===== src/rtl/sync_fifo.sv =====
// sync_fifo: single-clock first-word-fall-through FIFO with occupancy count,
// programmable almost-full / almost-empty thresholds, sticky overflow and
// underflow flags and a synchronous flush. Flow control belongs to the
// caller; misuse is recorded in the sticky flags, not prevented.
module sync_fifo #(
    parameter int DATA_WIDTH   = 8,
    parameter int LOG_DEPTH    = 3,
    parameter int ALMOST_FULL  = 2**LOG_DEPTH - 1,
    parameter int ALMOST_EMPTY = 1
) (
    input  logic                  clock,
    input  logic                  reset,
    input  logic                  clear,
    input  logic                  wreq,
    input  logic [DATA_WIDTH-1:0] wdata,
    input  logic                  rreq,
    output logic [DATA_WIDTH-1:0] rdata,
    output logic                  empty,
    output logic                  full,
    output logic                  almost_empty,
    output logic                  almost_full,
    output logic [LOG_DEPTH:0]    count,
    output logic                  overflow,
    output logic                  underflow
);

    localparam int DEPTH    = 2**LOG_DEPTH;
    localparam int CNT_W    = LOG_DEPTH + 1;

    localparam logic [CNT_W-1:0] DEPTH_CNT = CNT_W'(DEPTH);
    localparam logic [CNT_W-1:0] AF_CNT    = CNT_W'(ALMOST_FULL);
    localparam logic [CNT_W-1:0] AE_CNT    = CNT_W'(ALMOST_EMPTY);

    logic [DATA_WIDTH-1:0] mem [DEPTH];
    logic [LOG_DEPTH-1:0]  head;
    logic [LOG_DEPTH-1:0]  tail;

    logic wr_accept;
    logic rd_accept;
    logic wr_reject;
    logic rd_reject;

    // A write is accepted when there is room, or when a simultaneous read
    // frees the slot; a read is accepted whenever there is a head entry.
    assign wr_accept = wreq && (!full || rreq);
    assign rd_accept = rreq && !empty;
    assign wr_reject = wreq && full && !rreq;
    assign rd_reject = rreq && empty;

    // Status is derived from the registered count only.
    assign empty        = (count == '0);
    assign full         = (count == DEPTH_CNT);
    assign almost_empty = (count <= AE_CNT);
    assign almost_full  = (count >= AF_CNT);

    // First-word fall-through: the head entry is always presented.
    assign rdata = mem[head];

    // Storage write port; a flush or reset suppresses the write.
    // NOTE: the array has no reset branch on purpose: its contents are only
    // observable through head/count, which are reset, so clearing it would
    // just cost a reset net per bit and block RAM inference.
    always_ff @(posedge clock) begin
        if (!reset && !clear && wr_accept) begin
            mem[tail] <= wdata;
        end
    end

    // Pointers, occupancy and sticky flags; clear overrides both requests.
    // NOTE: every register here uses non-blocking assignment so all updates
    // see the pre-edge values of count/full/empty, regardless of order.
    always_ff @(posedge clock or posedge reset) begin
        if (reset) begin
            head      <= '0;
            tail      <= '0;
            count     <= '0;
            overflow  <= 1'b0;
            underflow <= 1'b0;
        end else if (clear) begin
            head      <= '0;
            tail      <= '0;
            count     <= '0;
            overflow  <= 1'b0;
            underflow <= 1'b0;
        end else begin
            if (wr_accept) begin
                tail <= tail + LOG_DEPTH'(1);
            end
            if (rd_accept) begin
                head <= head + LOG_DEPTH'(1);
            end
            if (wr_accept && !rd_accept) begin
                count <= count + CNT_W'(1);
            end else if (rd_accept && !wr_accept) begin
                count <= count - CNT_W'(1);
            end
            if (wr_reject) begin
                overflow <= 1'b1;
            end
            if (rd_reject) begin
                underflow <= 1'b1;
            end
        end
    end

endmodule


===== config.mk =====
export PLATFORM = sky130hd
export DESIGN_NAME = sync_fifo
export DESIGN_NICKNAME = d
export VERILOG_FILES = /design/src/rtl/sync_fifo.sv
export SDC_FILE = /design/constraint.sdc
export NUM_CORES = 1
export LEC_CHECK = 0
export CORE_ASPECT_RATIO = 1.2
export CORE_MARGIN = 2
export CORE_UTILIZATION = 45
export CTS_CLUSTER_DIAMETER = 30
export CTS_CLUSTER_SIZE = 14
export DETAILED_ROUTE_END_ITERATION = 8
export GPL_TIMING_DRIVEN = 0
export PLACE_DENSITY = 0.65
export RECOVER_POWER = 100
export SYNTH_ARGS = -nofsm -noshare
export SYNTH_HDL_FRONTEND = slang
export SYNTH_SLANG_ARGS = --single-unit
export TNS_END_PERCENT = 50

===== constraint.sdc =====
create_clock -name clock -period 5 [get_ports clock]
set_clock_uncertainty 0.1 [all_clocks]
set_input_delay 1 -clock clock [delete_from_list [all_inputs] [get_ports clock]]
set_output_delay 1 -clock clock [all_outputs]
set_load 0.03 [all_outputs]

==> impl_metrics.tcl, run 1 <==
set metrics [dict create \
    relSlewSlack_pct -7.479 \
    ys_async_sr_fraction_pct 15.79 \
    wire_per_inst_um 18.12 \
    cp-start-kind "flop" \
    synth.most_common_cell "edfxtp_1" \
    critical_path.max_fanout 10 \
    synth-main-ff-cell "edfxtp_1" \
    synth.area.top_cells "edfxtp_1 59%, mux4_2 11%, dfrtp_1 9.2%, mux2_2 2.7%, nor2_1 2.1%" \
    cts_tree "built" \
    ctsHoldBuffers 0 \
    synthXorXnorAreaFrac_pct 1.336 \
    antenna_found_initial 0 \
    cts.clk_slew.worst_paths_ns 0.07 \
    hpwl_mm 3.979 \
    vias_per_cell 5.392 \
    initialDrtViolationCount 100 \
    synth_edf_count 64 \
    fp.dieW_um 81.92 \
    hp-class "reg2reg" \
    grt_overflow 0 \
    hold_slack_ns 0.4072 \
    synth_area_leader_cell "edfxtp_1" \
    grt_max_degree 13 \
    fillCellCount 604 \
    drive_gt1_share_pct 17.00 \
    die_area_mm2 0.007986 \
    crit_path_cell_trace "clkbuf_1 > clkbuf_1 > mux4_2 > mux2_2 > dlygate4sd3_1" \
    placed_cell_area_mm2 0.003696 \
    clock.fmax_ghz 0.2404 \
    ctsResizeCount 0 \
    design.core.area_mm2 0.007147 \
    crit_type "reg2out" \
    yosys.area_share.simple_pct 7.443 \
    drtAntennaViolNets 0 \
    synth_commonest_cells "64 x edfxtp_1, 18 x nor2_1, 16 x mux4_2" \
    final_nets 261 \
    cp_slowest_cell "dlygate4sd3_1" \
    synth-seq-area-share_pct 67.79 \
    clock-sinks 76 \
    cts_buffer_depth 2 \
    slew_viol_final 18 \
    power_leakage_nw 1.319 \
    worst_pin_slew_ns 1.609 \
    yosysWarningCount 0 \
    drt-pass1-iter-count 4 \
    synth_cell_type_count 46 \
    synth_top_family_by_area "multiplexers" \
    synth_compound_area_share_pct 4.695 \
    cp.required_ns 3.90 \
    power.density_mw_per_mm2 466.3 \
    synth-seq-cells 76 \
    rsz0062_at_grt "false" \
    setup_viol 0 \
    row_count 34 \
    fin_area_mm2 0.003851 \
    muxShareOfSynthArea_pct 14.05 \
    synth_cells 202 \
    status "finished with violations" \
    drv_cap 2 \
    post-cts-setup-buffers 0 \
    num_io_pins 31 \
    syn_area_per_cell_um2 16.23 \
    grt_pass1_vias 1884 \
    clock_latency_ns 0.33 \
    crit_top_cell "clkbuf_1" \
    period_needed_ns 4.160 \
    synth_top_area_share_pct 58.63 \
    ir_drop_mv 0.2717 \
    critical-path-max-stage-delay_ns 0.69 \
    drcViolationCount 0 \
    period_share_pct 83.20 \
    port_buffers 28 \
    start_util_pct 45.87 \
    final_hold_viol_count 0 \
    syn_to_final_growth_pct 17.48 \
    htreeDepth 3 \
    tns_ns 0 \
    worst_setup_path_end_kind "primary output" \
    violations "capacitance limit, slew limit" \
    die-height_um 97.50 \
    synth_nets 220 \
    cts_root_buf "clkbuf_8" \
    track_usage_pct 16.93 \
    synthAdderAreaFrac_pct 1.908 \
    layout_setup_ws_ns 0.8399 \
    via_count 1817 \
    cp_data_arrival_time_ns 3.06 \
    routed_wl_mm 6.105 \
    cts_made_buffers 9 \
    antenna_cells 0 \
    post-place-ws_ns 1.125 \
    syn-cell-area_mm2 0.003278 \
    grt_pass1_wl_mm 9.666 \
    gp_congestion 0.7733 \
]
[area by class of cell]
| cell class | count | area [µm²] | share of cell area [%] |
|---|---|---|---|
| sequential | 76 | 2222 | 57.70 |
| multi-input combinational | 106 | 964.7 | 25.05 |
| timing repair buffer | 30 | 287.8 | 7.472 |
| clock buffer | 12 | 135.1 | 3.509 |
| tap | 90 | 112.6 | 2.924 |
| buffer | 13 | 63.81 | 1.657 |
| clock inverter | 3 | 38.79 | 1.007 |
| inverter | 7 | 26.28 | 0.6823 |
[flip-flops by register name, summed over array words and instances, names as in the netlist]
| name | count |
|---|---|
| count | 4 |
| head | 3 |
| mem | 64 |
| overflow | 1 |
| tail | 3 |
| underflow | 1 |
[cells in the final DEF (no fill, tap or decap), types with 2 or more instances in the layout]
cell	n
mux4_2	16
nand3_1	4
nor3_1	4
dfrtp_1	12
nor3b_1	2
xnor2_1	3
ha_1	5
o21ai_0	4
clkbuf_8	9
nor2_1	18
a211oi_1	2
dlygate4sd3_1	27
a21oi_1	5
buf_2	3
xor2_1	2
clkbuf_1	12
edfxtp_1	64
nor2b_1	3
nand2b_1	2
nand2_1	8
inv_1	6
mux2_2	8
[logic make-up (layout without fill, tap and decap cells)]
kind of cell	Yosys count	in the layout
muxes	25	25
xor gates and xnor gates	5	5
DFF	76	76
buffers and inverters	20	65
AOI/OAI and AO/OA	22	22
adders and majority gates	5	5
and+or+nand+nor	49	49
[per-layer routing]
metal,GRT usage [%],vias to the layer above,part of all wire (%)
met2,26.64,44,49
met3,3.717,7,5.1
li1,-,861,-
met4,6.538,0,1.4
met5,0,-,0
met1,22.78,905,44
[power by group]
part / leakage, nW / total, mW / internal, mW / switching (mW)
logic: 0.493 / 0.619 / 0.276 / 0.343
clock network: 0.0879 / 0.426 / 0.226 / 0.200
registers: 0.738 / 0.751 / 0.717 / 0.0344
[critical path, delay by kind of cell, from the launching register on]
family                 cells  cell delay [ns]
muxes                      2             0.69
buffers and inverters      3             1.70
DFF                        1             0.34
[per-stage QoR]
stage	total power, mW	std cells	utilization (%)
after detailed placement	1.418	322	51.72
after global placement	1.406	320	51.37
final	1.796	337	53.89
after global routing	1.883	337	53.89
after floorplan	1.211	202	-
after CTS	1.845	337	54.15
[final timing paths]
check	from	to	cells after the start	slack, ns
max	head[1]	rdata[7]	5	0.84
max in group asynchronous	reset	head[1]	2	3.39
max reg2reg	count[1]	mem[4][1]	7	1.45
min in group asynchronous	reset	tail[1]	2	1.07
min	overflow	overflow	2	0.41
min reg2reg	overflow	overflow	2	0.41
Note: power is estimated with default switching activity, not from simulation.
==> inputs of run 2 (changes only) <==
- clock period: 5 -> 3.85 ns (I/O delays scaled with it)
==> impl_metrics.tcl, run 2 (synthesized netlist as in run 1, its figures left out) <==
set metrics [dict create \
    clock.fmax_ghz 0.2711 \
    drv_cap 0 \
    multi_input_comb_area_um2 974.7 \
    rsz0062_at_grt "false" \
    worst_setup_path_end_kind "primary output" \
    worst_pin_slew_ns 0.9753 \
    drcViolationCount 0 \
    routed_wl_mm 6.125 \
    drtAntennaViolNets 0 \
    largest_reg_flops 64 \
    cp_data_arrival_time_ns 2.82 \
    die-height_um 97.50 \
    combPwrFrac_pct 34.8 \
    drive_gt1_share_pct 18.22 \
    cts_tree "built" \
    fin_area_mm2 0.003862 \
    power_leakage_nw 1.321 \
    wire_per_inst_um 18.18 \
    num_io_pins 31 \
    register_area_mm2 0.002222 \
    grt_overflow 0 \
    crit_path_cell_trace "buf_2 > buf_2 > mux4_2 > mux2_2 > clkdlybuf4s50_1" \
    crit_buf_inv 3 \
    cp_slowest_cell "clkdlybuf4s50_1" \
    slew_viol_final 0 \
    row_count 34 \
    htreeDepth 3 \
    crit_top_cell "buf_2" \
    power.density_mw_per_mm2 607.7 \
    critical-path-max-stage-delay_ns 0.59 \
    fp.dieW_um 81.92 \
    final_nets 261 \
    status "complete, no violations" \
    drt-pass1-iter-count 4 \
    die_area_mm2 0.007986 \
    placed_cell_area_mm2 0.003696 \
    cp.required_ns 2.98 \
    cp-start-kind "flop" \
    cts_root_buf "clkbuf_8" \
    setup_viol 0 \
    antenna_cells 0 \
    power_frac_clock_pct 23.6 \
    critical_path.max_fanout 10 \
    path_delay_family "buffers and inverters" \
    clock-sinks 76 \
    cts_buffer_depth 2 \
    period_share_pct 95.81 \
    p_sw_share_pct 32.09 \
    vias_per_cell 5.415 \
    grt_max_degree 13 \
    internal_power_mw 1.594 \
    track_usage_pct 16.93 \
    start_util_pct 45.87 \
    layout_commonest_cell "edfxtp_1" \
    power_switching_mw 0.7532 \
    cts.clk_slew.worst_paths_ns 0.07 \
    ctsHoldBuffers 0 \
    design.core.area_mm2 0.007147 \
    clock_latency_ns 0.34 \
    top_regs "mem (64), count (4)" \
    hp-class "reg2reg" \
    grt_pass1_vias 1880 \
    antenna_found_initial 0 \
    seqPwrFrac_pct 41.6 \
    largest-register "mem" \
    syn_to_final_growth_pct 17.82 \
    port_buffers 28 \
    final_hold_viol_count 0 \
    via_count 1825 \
    initialDrtViolationCount 118 \
    finalPower_mw 2.347 \
    final_cell_mix "64 x edfxtp_1, 20 x dlygate4sd3_1, 18 x nor2_1" \
    gp_congestion 0.7733 \
    hpwl_mm 3.979 \
    fillCellCount 602 \
    cts_made_buffers 9 \
    period_needed_ns 3.689 \
    grt_pass1_wl_mm 9.660 \
    relSlewSlack_pct 34.85 \
    ir_drop_mv 0.3534 \
    crit_type "reg2out" \
]
[run 2: cell types whose count changed in the layout (fill, tap and decap cells not counted), sizes merged]
cell / change
clkdlybuf4s50: +7
buf: +1
clkbuf: -1
dlygate4sd3: -7
[run 2: metal layers]
metal | GRT usage (%) | vias up | part of all wire, %
li1 | - | 859 | -
met1 | 22.78 | 920 | 44
met2 | 26.64 | 38 | 51
met3 | 3.717 | 8 | 3.9
met4 | 6.538 | 0 | 1.4
met5 | 0 | - | 0
[run 2: cell type report]
| cell class | instances | area share (%) |
|---|---|---|
| well taps | 90 | 2.915 |
| clock buffers | 12 | 3.499 |
| flip-flops and latches | 76 | 57.53 |
| repair buffers | 30 | 7.451 |
| plain buffers | 13 | 1.684 |
| clock inverters | 3 | 1.004 |
| inverters | 7 | 0.6803 |
| multi-input cells | 106 | 25.23 |
[run 2: path summary, 6_finish.rpt]
kind	slack, ns	end	cells past startpoint	startpoint
worst max-delay path	0.16	rdata[7]	5	head[0]
worst min-delay path	0.40	overflow	2	overflow
worst max register to register	0.61	mem[0][0]	8	count[1]
worst min register to register	0.40	overflow	2	overflow
max in group asynchronous	2.48	head[1]	2	reset
min in group asynchronous	0.84	tail[1]	2	reset
[run 2: repair_timing]
item,CTS,global route
resized for setup,1,0
buffers inserted,0,0
endpoints found under the setup margin,8,0
[run 2: power groups by stage]
stage	clock, mW	combinational [mW]	sequential [mW]
global route	0.598	0.878	0.983
detailed placement	0	0.847	0.995
CTS	0.568	0.851	0.977
finish	0.554	0.816	0.977
global placement	0	0.834	0.993
floorplan	0	0.553	1.02
[run 2: metrics by stage]
stage / setup slack, ns / hold slack (ns) / cells / setup TNS (ns) / util [%]
finish: 0.1611 / 0.4037 / 337 / 0 / 54.04
global route: 0.004453 / 0.4665 / 337 / 0 / 54.04
CTS: 0.09584 / 0.4168 / 337 / 0 / 54.17
detailed placement: 0.2052 / 0.3964 / 322 / 0 / 51.72
global placement: -0.1700 / 0.3917 / 320 / -2.059 / 51.37
floorplan: 1.009 / 0.4640 / 202 / 0 / -
[run 2: worst reg2reg max path: cells and delay by family (launching register included)]
kind	cells	cell delay, ns
AND/OR/NAND/NOR	3	0.98
buffers and inverters	3	0.72
flip-flops	1	0.51
AO/OA/AOI/OAI	1	0.35
adder cells (fa/ha/maj)	1	0.27
==> inputs of run 3 (changes only) <==
- CAP_MARGIN: unset -> 15
==> results of run 3 <==
Final layout, timing and power as in run 2 (identical DEF).
